--- src/rtl/mem_arb_pkg.sv ---
// Shared types and defaults for the unified-memory port arbiter.
// Optional build macro: MEM_ARB_FAIRNESS_EN (fetch anti-starvation).
package mem_arb_pkg;

    localparam int ADDR_W_DEF     = 32;
    localparam int DATA_W_DEF     = 32;
    localparam int MEM_LAT_DEF    = 2;
    localparam int STARVE_MAX_DEF = 4;

    // Access sequencing states.
    typedef enum logic [1:0] {
        IDLE   = 2'd0,
        ACCESS = 2'd1,
        RESP   = 2'd2
    } state_t;

    // Which requester currently owns the memory.
    typedef logic owner_t;
    localparam owner_t OWN_I = 1'b0;
    localparam owner_t OWN_D = 1'b1;

endpackage

--- src/rtl/mem_arb_pick.sv ---
// Grant selection between fetch (I) and load/store (D).
// Data wins unless the fetch has been starved long enough (starve_hit),
// which is only ever raised when MEM_ARB_FAIRNESS_EN is defined in the top.
module mem_arb_pick
    import mem_arb_pkg::*;
(
    input  logic   if_req,
    input  logic   d_req,
    input  logic   starve_hit,
    output logic   grant_valid,
    output owner_t grant_owner
);

    // Data priority, overridden in favour of a waiting fetch on starve_hit.
    always_comb begin
        grant_valid = if_req | d_req;
        grant_owner = OWN_I;
        if (d_req && !(if_req && starve_hit)) begin
            grant_owner = OWN_D;
        end
    end

endmodule

--- src/rtl/mem_port_arbiter.sv ---
// Arbiter sharing one single-ported memory between IF fetch and MEM load/store.
// Each access: one IDLE grant cycle, MEM_LAT ACCESS cycles, one RESP cycle
// carrying the one-cycle ready pulse.
// Optional build macro: MEM_ARB_FAIRNESS_EN adds a fetch starvation counter;
// without it data requests have strict priority.
//
// Handshake: a requester raises req with its address/data and holds them until
// it samples its ready=1 on a rising edge, dropping req on that same edge. A req
// still high in the following IDLE cycle is a new request. The arbiter works
// from latched copies, so requester inputs may change once granted.
module mem_port_arbiter
    import mem_arb_pkg::*;
#(
    parameter int ADDR_W     = ADDR_W_DEF,
    parameter int DATA_W     = DATA_W_DEF,
    parameter int MEM_LAT    = MEM_LAT_DEF,
    parameter int STARVE_MAX = STARVE_MAX_DEF
) (
    input  logic              clk,
    input  logic              rst,
    input  logic              if_req,
    input  logic [ADDR_W-1:0] if_addr,
    output logic [DATA_W-1:0] if_rdata,
    output logic              if_ready,
    output logic              if_stall,
    input  logic              d_req,
    input  logic              d_we,
    input  logic [ADDR_W-1:0] d_addr,
    input  logic [DATA_W-1:0] d_wdata,
    output logic [DATA_W-1:0] d_rdata,
    output logic              d_ready,
    output logic              d_stall,
    output logic [ADDR_W-1:0] mem_addr,
    output logic [DATA_W-1:0] mem_wdata,
    output logic              mem_renable,
    output logic              mem_wenable,
    input  logic [DATA_W-1:0] mem_rdata
);

    localparam int CNT_W = (MEM_LAT < 1) ? 1 : $clog2(MEM_LAT + 1);
    localparam logic [CNT_W-1:0] CNT_LOAD = CNT_W'(MEM_LAT - 1);

    state_t           state, state_next;
    logic [CNT_W-1:0] cnt, cnt_next;
    owner_t           owner;
    logic             we;
    logic             grant_valid;
    owner_t           grant_owner;
    logic             starve_hit;
    logic             grant_load;
    logic             capture;

    mem_arb_pick u_pick (
        .if_req      (if_req),
        .d_req       (d_req),
        .starve_hit  (starve_hit),
        .grant_valid (grant_valid),
        .grant_owner (grant_owner)
    );

`ifdef MEM_ARB_FAIRNESS_EN
    localparam int SW = (STARVE_MAX < 1) ? 1 : $clog2(STARVE_MAX + 1);
    logic [SW-1:0] starve_cnt;

    assign starve_hit = (starve_cnt == SW'(STARVE_MAX));

    // Count consecutive data grants taken while a fetch was waiting.
    always_ff @(posedge clk) begin
        if (rst) begin
            starve_cnt <= '0;
        end else if (grant_load) begin
            if (grant_owner == OWN_D && if_req) begin
                starve_cnt <= starve_cnt + SW'(1);
            end else begin
                starve_cnt <= '0;
            end
        end
    end
`else
    assign starve_hit = 1'b0;
`endif

    // State and latency counter registers.
    always_ff @(posedge clk) begin
        if (rst) begin
            state <= IDLE;
            cnt   <= '0;
        end else begin
            state <= state_next;
            cnt   <= cnt_next;
        end
    end

    // Next-state logic plus the grant/capture strobes for the datapath.
    always_comb begin
        state_next = state;
        cnt_next   = cnt;
        grant_load = 1'b0;
        capture    = 1'b0;
        case (state)
            IDLE: begin
                if (grant_valid) begin
                    grant_load = 1'b1;
                    cnt_next   = CNT_LOAD;
                    state_next = ACCESS;
                end
            end
            ACCESS: begin
                if (cnt != '0) begin
                    cnt_next = cnt - CNT_W'(1);
                end else begin
                    capture    = ~we;
                    state_next = RESP;
                end
            end
            RESP: begin
                state_next = IDLE;
            end
            default: begin
                state_next = IDLE;
            end
        endcase
    end

    // Latch the granted request and capture read data at the end of the access.
    always_ff @(posedge clk) begin
        if (rst) begin
            owner     <= OWN_I;
            we        <= 1'b0;
            mem_addr  <= '0;
            mem_wdata <= '0;
            if_rdata  <= '0;
            d_rdata   <= '0;
        end else begin
            if (grant_load) begin
                owner <= grant_owner;
                if (grant_owner == OWN_D) begin
                    mem_addr  <= d_addr;
                    mem_wdata <= d_wdata;
                    we        <= d_we;
                end else begin
                    mem_addr <= if_addr;
                    we       <= 1'b0;
                end
            end
            if (capture) begin
                if (owner == OWN_D) begin
                    d_rdata <= mem_rdata;
                end else begin
                    if_rdata <= mem_rdata;
                end
            end
        end
    end

    // Write strobe only in the first ACCESS cycle so a store lands exactly once.
    assign mem_renable = (state == ACCESS) && !we;
    assign mem_wenable = (state == ACCESS) && we && (cnt == CNT_LOAD);

    assign if_ready = (state == RESP) && (owner == OWN_I);
    assign d_ready  = (state == RESP) && (owner == OWN_D);
    assign if_stall = if_req & ~if_ready;
    assign d_stall  = d_req & ~d_ready;

endmodule

--- config.mk ---
export PLATFORM = sky130hd
export DESIGN_NAME = mem_port_arbiter
export DESIGN_NICKNAME = d
export VERILOG_FILES = /design/src/rtl/mem_arb_pkg.sv /design/src/rtl/mem_arb_pick.sv /design/src/rtl/mem_port_arbiter.sv
export SDC_FILE = /design/constraint.sdc
export NUM_CORES = 1
export LEC_CHECK = 0
export ABC_AREA = 1
export CAP_MARGIN = 20
export CORE_ASPECT_RATIO = 1.4
export CORE_UTILIZATION = 43
export CTS_CLUSTER_DIAMETER = 40
export DETAILED_ROUTE_END_ITERATION = 16
export PLACE_DENSITY = 0.92
export SLEW_MARGIN = 10
export SYNTH_ARGS = -nofsm -noshare
export SYNTH_HDL_FRONTEND = slang
export SYNTH_HIERARCHICAL = 1
export SYNTH_SLANG_ARGS = --single-unit
--- constraint.sdc ---
create_clock -name clk -period 1.5 [get_ports clk]
set_input_delay 0.3 -clock clk [delete_from_list [all_inputs] [get_ports clk]]
set_output_delay 0.3 -clock clk [all_outputs]
set_load 0.05 [all_outputs]
* Word level (Yosys, flattened, before mapping)
Index checks and enable logic that the tools add are counted.
** Storage, ports and cells
- Flip-flop bits (word level) :: 134
- Word-level logic and storage cells :: 48
- Output and inout port bits :: 134
** Cells by class
- Reduce and logical (&&, ||, !) cells :: 14
- Add/subtract/negate cells :: 1
- Eq/ne operators :: 6
- Bitwise logic cells :: 7
- Multiplexer cells :: 12
** Operators with widths (number)
- 2-to-1 mux 32 bit :: 1
- one-hot mux 2 bit (2 select lines) :: 2
- AND reduction 2 bit :: 4
- 2-to-1 mux 1 bit :: 6
- 2-to-1 mux 2 bit :: 3
- != test 2 bit, second input constant :: 3
- logical AND 1 bit :: 5
- == test 2 x 1 -> 1 bit, second input constant :: 2
- inverter 1 bit :: 4
- nonzero test 2 bit :: 2
- AND reduction 3 bit :: 1
- bitwise AND 1 bit :: 2
- == test 2 bit, second input constant :: 1
- logical NOT 2 bit :: 1
- subtractor 2 x 1 -> 2 bit, second input constant :: 1
- logical NOT 1 bit :: 1
- bitwise OR 1 bit :: 1

* Depth between registers and ports, before layout
Gate-level depths: netlist (run 1).
- Word-level depth :: 4
- Depth in mapped cells :: 9
- Gate-level depth less buffers :: 8

* Hierarchy
Netlist (run 1), hierarchy kept.
** Modules (own cells, without submodules)
- mem_port_arbiter :: instances 1, sequential area each 2682.6 um^2, area an instance 6268.5 um^2, cells an instance 945
- mem_arb_pick :: instances 1, sequential area each 0.0 um^2, area an instance 15.0 um^2, cells an instance 3

* Worst setup path before layout (run 1)
Ideal clock, no wire load.
- Kind :: register -> output
- From :: register owner
- To :: output port d_ready
- Setup slack :: -0.209 ns
- Required time :: 1.200 ns
- Buffers on the path :: 2
- Arrival time :: 1.409 ns
- Cell stages (with the launch flop) :: 5
- Cells stage by stage :: dfxtp_1 buf_2 inv_2 buf_2 nor2_1
** Between the ends
- Word-level cells in the longest chain between the ends :: 1
** RTL lines
- start: declaration :: RTL line mem_port_arbiter.sv:45 : owner_t owner;
- start signal: assignment :: RTL line mem_port_arbiter.sv:136 : owner <= grant_owner;
- logical AND 1 bit :: RTL line mem_port_arbiter.sv:161 : assign d_ready = (state == RESP) && (owner == OWN_D);
- end: declaration :: RTL line mem_port_arbiter.sv:31 : output logic d_ready,
Every way passes these cells.

* Final worst setup path (run 1)
- From :: register cnt[1]
- To :: register d_rdata[30]
** Between the ends
- Word-level cells in the longest chain between the ends :: 4
** RTL lines
- start: declaration :: RTL line mem_port_arbiter.sv:44 : logic [CNT_W-1:0] cnt, cnt_next;
- start signal: assignment :: RTL line mem_port_arbiter.sv:90 : cnt <= cnt_next;
- nonzero test 2 bit :: RTL line mem_port_arbiter.sv:109 : if (cnt != '0) begin
- 2-to-1 mux 1 bit :: RTL line mem_port_arbiter.sv:109
- 2-to-1 mux 1 bit :: RTL line mem_port_arbiter.sv:100 : case (state)
- AND reduction 2 bit (no line)
- end signal: assignment :: RTL line mem_port_arbiter.sv:148 : d_rdata <= mem_rdata;
- end: declaration :: RTL line mem_port_arbiter.sv:30 : output logic [DATA_W-1:0] d_rdata,
Every way passes these cells.
A chain may end at the register's enable or synchronous reset.

==> results of run 1 <==
power breakdown:
part	switching (mW)	internal, mW
clock	1.70	2.63
sequential	0.346	3.85
combinational	2.56	2.13
state kept, by name, summed over array words and instances (netlist names):
name	cells
cnt	2
mem_addr	32
if_rdata	32
mem_wdata	32
state	2
d_rdata	32
owner	1
we	1
routing by layer:
metal  track usage  vias up  share of wire
met3        0.0795      134          0.085
li1              -     3395              -
met5             0        -              0
met1         0.277     3610           0.32
met2         0.549      533           0.53
met4         0.137        0          0.064
cell families (layout without fill, tap and decap cells):
kind of cell               Yosys count  after routing  share of synthesized area
AOI/OAI and AO/OA                  103            103                     0.0820
and+or+nand+nor                    446            447                      0.301
other                                1              1                   0.000597
adders and majority gates            2              2                    0.00398
DFF                                134            134                      0.427
buffers and inverters              262            556                      0.185
stage by stage:
step,setup TNS (ns),area [µm²],instances,util
finish,-1.97,12100,1428,0.858
detailed placement,-18.33,10500,1366,0.743
global route,-6.05,12100,1428,0.858
CTS,-0.262,11200,1403,0.794
global placement,-12.54,10500,1366,0.743
floorplan,0,6290,948,-
layout by cell type (no fill, tap or decap), types with 2 or more instances in the layout:
cell and count:
sky130_fd_sc_hd__a21oi_1 67, sky130_fd_sc_hd__buf_12 147, sky130_fd_sc_hd__buf_4 16, sky130_fd_sc_hd__buf_6 10
sky130_fd_sc_hd__buf_8 4, sky130_fd_sc_hd__bufinv_16 3, sky130_fd_sc_hd__clkbuf_16 28, sky130_fd_sc_hd__clkdlybuf4s50_1 130
sky130_fd_sc_hd__clkinv_2 2, sky130_fd_sc_hd__clkinv_4 3, sky130_fd_sc_hd__clkinvlp_4 3, sky130_fd_sc_hd__dfxtp_1 128
sky130_fd_sc_hd__dfxtp_2 3, sky130_fd_sc_hd__dfxtp_4 3, sky130_fd_sc_hd__ha_4 2, sky130_fd_sc_hd__inv_1 168
sky130_fd_sc_hd__inv_2 32, sky130_fd_sc_hd__inv_4 4, sky130_fd_sc_hd__inv_6 3, sky130_fd_sc_hd__nand2_1 201
sky130_fd_sc_hd__nand2_2 46, sky130_fd_sc_hd__nand2_4 18, sky130_fd_sc_hd__nand2_8 2, sky130_fd_sc_hd__nand3_1 81
sky130_fd_sc_hd__nand3_2 13, sky130_fd_sc_hd__nand3_4 7, sky130_fd_sc_hd__nor2_1 47, sky130_fd_sc_hd__nor2_2 22
sky130_fd_sc_hd__nor2_4 6, sky130_fd_sc_hd__o21ai_0 33
tightest hold or removal path, delay by kind of cell:
family	cells	cell delay, ns
buffers and inverters	2	0.25
AND/OR/NAND/NOR	2	0.13
area by class of cell:
class,instances,area share
tap,185,0.0191
multi-input combinational,553,0.245
clock inverter,14,0.0145
timing repair buffer,320,0.399
sequential,134,0.223
inverter,204,0.0641
clock buffer,18,0.0355
path summary, 6_finish.rpt:
path,endpoint,from,cells past startpoint
max,d_rdata[30],cnt[1],10
min,d_rdata[27],rst,4
max reg2reg,d_rdata[30],cnt[1],10
min reg2reg,mem_wdata[15],mem_wdata[15],2
timing repair:
| action | in CTS | in global routing |
|---|---|---|
| gates resized for setup | 28 | 166 |
| pin swaps | 3 | 86 |
| hold endpoints to repair | 0 | 0 |
| setup endpoints to repair | 6 | 82 |
| setup buffers | 5 | 6 |
| gates cloned | 0 | 19 |
==> summary by stage, run 1 <==
Logic synthesis
The count of flip-flops with a built-in enable after synthesis is 0. The share of synthesized area occupied by flip-flops and latches is 0.427. Synthesis instantiated 25 different standard cells from the library.

After synthesis, the mean cell area works out to 6.63 µm². For this run, asynchronously set or reset flops after synthesis account for 0. Ranked by instance count, the synthesized netlist is headed by 255 x sky130_fd_sc_hd__nand2_1, 201 x sky130_fd_sc_hd__inv_1, 134 x sky130_fd_sc_hd__dfxtp_1. The synthesized instance count is 948. The count of synthesis-stage warnings from yosys is 6. The predominant post-synthesis flop cell is sky130_fd_sc_hd__dfxtp_1. The leading cell type by number of instances after synthesis is sky130_fd_sc_hd__nand2_1. Ranked by total cell area, the synthesized netlist is headed by sky130_fd_sc_hd__dfxtp_1 43%, sky130_fd_sc_hd__nand2_1 15%, sky130_fd_sc_hd__inv_1 12%.

The total standard cell area after synthesis is 6280 µm². Counting every net in the synthesized netlist gives 1,083. The area fraction of the dominant cell type after synthesis is 0.427. Counting flops and latches in the post-synthesis netlist gives 134. The dominant cell type by area after synthesis is sky130_fd_sc_hd__dfxtp_1.

Setup path
For the worst setup path, the data required time is 1.84 ns. The critical path contains buffers and inverters numbering 5 combined. Walking the worst path, the cells encountered are inv_2 > buf_6 > ha_4 > inv_4 > nor2_4 > nand3_4 > buf_8 > nand2_1 > inv_1 > nor2_1. The highest fanout seen on the critical path is 8. The kind of cell adding the most delay to the critical path is simple AND/OR/NAND/NOR gates. The signal arrival time at the worst endpoint is about 2 ns.

The worst setup path is captured at a flop. In this design, the stage delay of the slowest critical-path cell is 0.33 ns. The worst-case register-to-register setup slack is -0.11 ns. The critical-path cell with the highest stage delay is sky130_fd_sc_hd__dfxtp_2. The worst setup path is launched from a flop. The critical path is of the flop to flop type.

Placement
OpenSTA, run right after detailed placement, puts the worst setup slack at -0.359 ns. The port buffer count is 266. After legalization and detailed placement, the total HPWL measured 15,700 µm. At the end of routability-driven placement, the weighted congestion stood at 0.820.

Drt
The remaining number of nets flagged by the antenna check after routing is 0. The total via count after detailed routing is 7,672. The number of search-and-repair iterations in the first detailed-routing pass is 5. The total wire length is 28,100 µm. The average wire per cell in the routed design is 19.7 µm. After detailed routing, the number of remaining DRC violations is 0. The vias per cell is 5.37.

After the first detailed-routing iteration, the DRC count stood at between 400 and 500.

Pwr
Summed over all cells, the static leakage comes to 5.30 nW. Summing internal, switching and leakage power gives 13.2 mW. In this run the power density over the cells is roughly 1100 nW/µm². The worst voltage drop across the vdd grid is approximately 700 µV.

Finish
The layout overhead on the synthesized area is 92.5%. The net count reported at finish is 1,365. The multi-input combinational cells in the finished layout cover a total of 2960 µm². In the final layout, the share of cells above drive strength 1 is 0.307. The number of antenna repair diodes is 0.

The sequential cell area in the final layout is roughly 2700 µm². The final-layout fill cell count is ~620.

Clocking
After clock tree synthesis, the flow added hold-fix buffers numbering 0. The depth of the CTS H-tree is 4. TritonCTS created 17 clock buffers.

The root buffer cell chosen for the clock tree is sky130_fd_sc_hd__clkbuf_16. The clock passes through at most 2 buffers. Clock-pin slew was measured on the worst setup and hold paths at around 0.060 ns. The tree built by TritonCTS fans out to ~130 sinks. The CTS tree is done. The clock latency at the later pin of the worst-skew pair is 0.41 ns.

Timing
The clock tree skew after final layout is 0.0116 ns. The count of endpoints failing hold in the final timing report is 0. The fmax is between 600 and 700 MHz. Setup violations remaining at the end of the flow were counted as 55.

The share of the cycle needed by the critical path after routing is 1.07. Setup repair after global routing could not meet its margin everywhere. The minimum period implied by the final worst setup slack is 1.61 ns. In the post-route analysis, the smallest setup slack over all paths is -0.107 ns. The count of pins over their slew limit came to 0.

Final hold analysis gives a worst-case slack of between 0.3 and 0.4 ns.

Die
The die span in y is ~150 µm. The number of I/O pins is ~270. The area of the core region is approximately 14,000 µm². The die covers ~15,000 µm². The starting utilization of the core area is 0.446. The site row count is just over 50.

The floorplan die width is 104 µm.

Global routing
The total routing usage reported by global routing is 0.287. Entering global routing, the biggest net connects 69 pins. The global-route wire length before repair is 34,500 µm.

Global routing finished with a remaining overflow of 0. The number of global-route vias before repair is 7,228. The initial antenna violation count is 0.

Hold path
The type of the tightest min-delay check is input port to flop.

Outcome
The flow ran to the end, but the final reports show violations. The final reports fail on negative setup slack.

Run
Max-cap violations in this run came to 0.
No activity file was read; power rests on OpenSTA's default activity.
==> run 2, diff against run 1 <==
--- a/config.mk
+++ b/config.mk
@@ -12,7 +12,7 @@
 export CTS_CLUSTER_DIAMETER = 40
 export DETAILED_ROUTE_END_ITERATION = 16
 export PLACE_DENSITY = 0.92
-export SLEW_MARGIN = 10
+export SLEW_MARGIN = 20
 export SYNTH_ARGS = -nofsm -noshare
 export SYNTH_HDL_FRONTEND = slang
 export SYNTH_HIERARCHICAL = 1
==> results of run 2 <==
The final DEF is identical to that of run 1; final timing and power are the same.
==> run 3, diff against run 2 <==
--- a/config.mk
+++ b/config.mk
@@ -6,7 +6,7 @@
 export NUM_CORES = 1
 export LEC_CHECK = 0
 export ABC_AREA = 1
-export CAP_MARGIN = 20
+export CAP_MARGIN = 0
 export CORE_ASPECT_RATIO = 1.4
 export CORE_UTILIZATION = 43
 export CTS_CLUSTER_DIAMETER = 40
==> results of run 3 <==
The final DEF is identical to that of run 1; final timing and power are the same.
==> RTL change: new RTL, config.mk and constraints of run 2 <==
Add a define of `MEM_ARB_FAIRNESS_EN`.
--- a/src/rtl/mem_port_arbiter.sv
+++ b/src/rtl/mem_port_arbiter.sv
@@ -8,6 +8,8 @@
 // it samples its ready=1 on a rising edge, dropping req on that same edge. A req
 // still high in the following IDLE cycle is a new request. The arbiter works
 // from latched copies, so requester inputs may change once granted.
+`define MEM_ARB_FAIRNESS_EN
+
 module mem_port_arbiter
     import mem_arb_pkg::*;
 #(
Check against the original RTL: same outputs for any inputs over 10 cycles, from zero or initial values and one cycle with rst high; that may be too few to reach the edited logic, so the function may still have changed.
==> RTL change against run 2 <==
The flow now stops in global routing (5_1_grt); synthesized area fell by 0.30%; synthesized cell count increased by 2.5%.
==> RTL change: results <==
{
  "placed_cells": 1389,
  "synth_seq_area_share_pct": 43.8,
  "ys_types": 23,
  "grt_remaining_overflow": 53,
  "synthTopCellsByCount": "275 x nand2_1, 196 x inv_1, 137 x dfxtp_1",
  "clock-sinks": 137,
  "antenna_found_initial": 4,
  "synthArstFlopShare_pct": 0,
  "error": "[ERROR GRT-0232] Routing congestion too high. Check the congestion heatmap in the GUI.",
  "numPortBuffers": 266,
  "grt_max_degree": 53,
  "syn-num-nets": 1109,
  "cts_root_buf": "clkbuf_16",
  "place_ws_ns": -0.359,
  "status": "stopped before the end",
  "yosysWarnings": 6,
  "dp_hpwl_mm": 15.2,
  "failed_stage": "global routing (5_1_grt)",
  "globalplace.congestion": 0.857,
  "worst-ep-kind": "register input",
  "grt-worst-endpoint": "mem_addr[8]$_SDFFE_PP0P_/D",
  "grt_usage_pct": 68.8,
  "clock_path_buffers": 2,
  "htreeDepth": 4,
  "numCtsBuffers": 17,
  "synth.top_cells.by_area": "dfxtp_1 44%, nand2_1 16%, inv_1 12%",
  "netlist_instances": 972
}
## RTL change: cell count changes after synthesis, sizes merged, moves of 3 or more
cell and delta:
clkbuf +3, clkinv +7, dfxtp +3, inv -3, nand2 +9
## RTL change: routing by layer
layer  track usage (%)  GRT overflow
met3              42.1             0
met4              82.7            19
met5              3.40             0
met1              64.3             0
met2              95.8            34
## RTL change: cells by family after synthesis
kind of cell	after synthesis	synth area share (%)
AO/OA/AOI/OAI	105	8.39
adder cells (fa/ha/maj)	4	0.799
buffers and inverters	267	17.0
flip-flops	137	43.8
AND/OR/NAND/NOR	459	30.0
## RTL change: repair_timing
| item | 4_1_cts |
|---|---|
| gates resized for setup | 196 |
| endpoints found under the setup margin | 74 |
| pin swaps | 43 |
| cloned | 12 |
| buffers inserted | 18 |
## RTL change: stage by stage
stage	cell area (µm²)	util (%)	setup TNS, ns
2_1_floorplan	6270	-	-0.693
3_3_place_gp	10500	75.0	-18.79
3_5_place_dp	10500	75.0	-21.85
4_1_cts	12200	87.1	-9.05
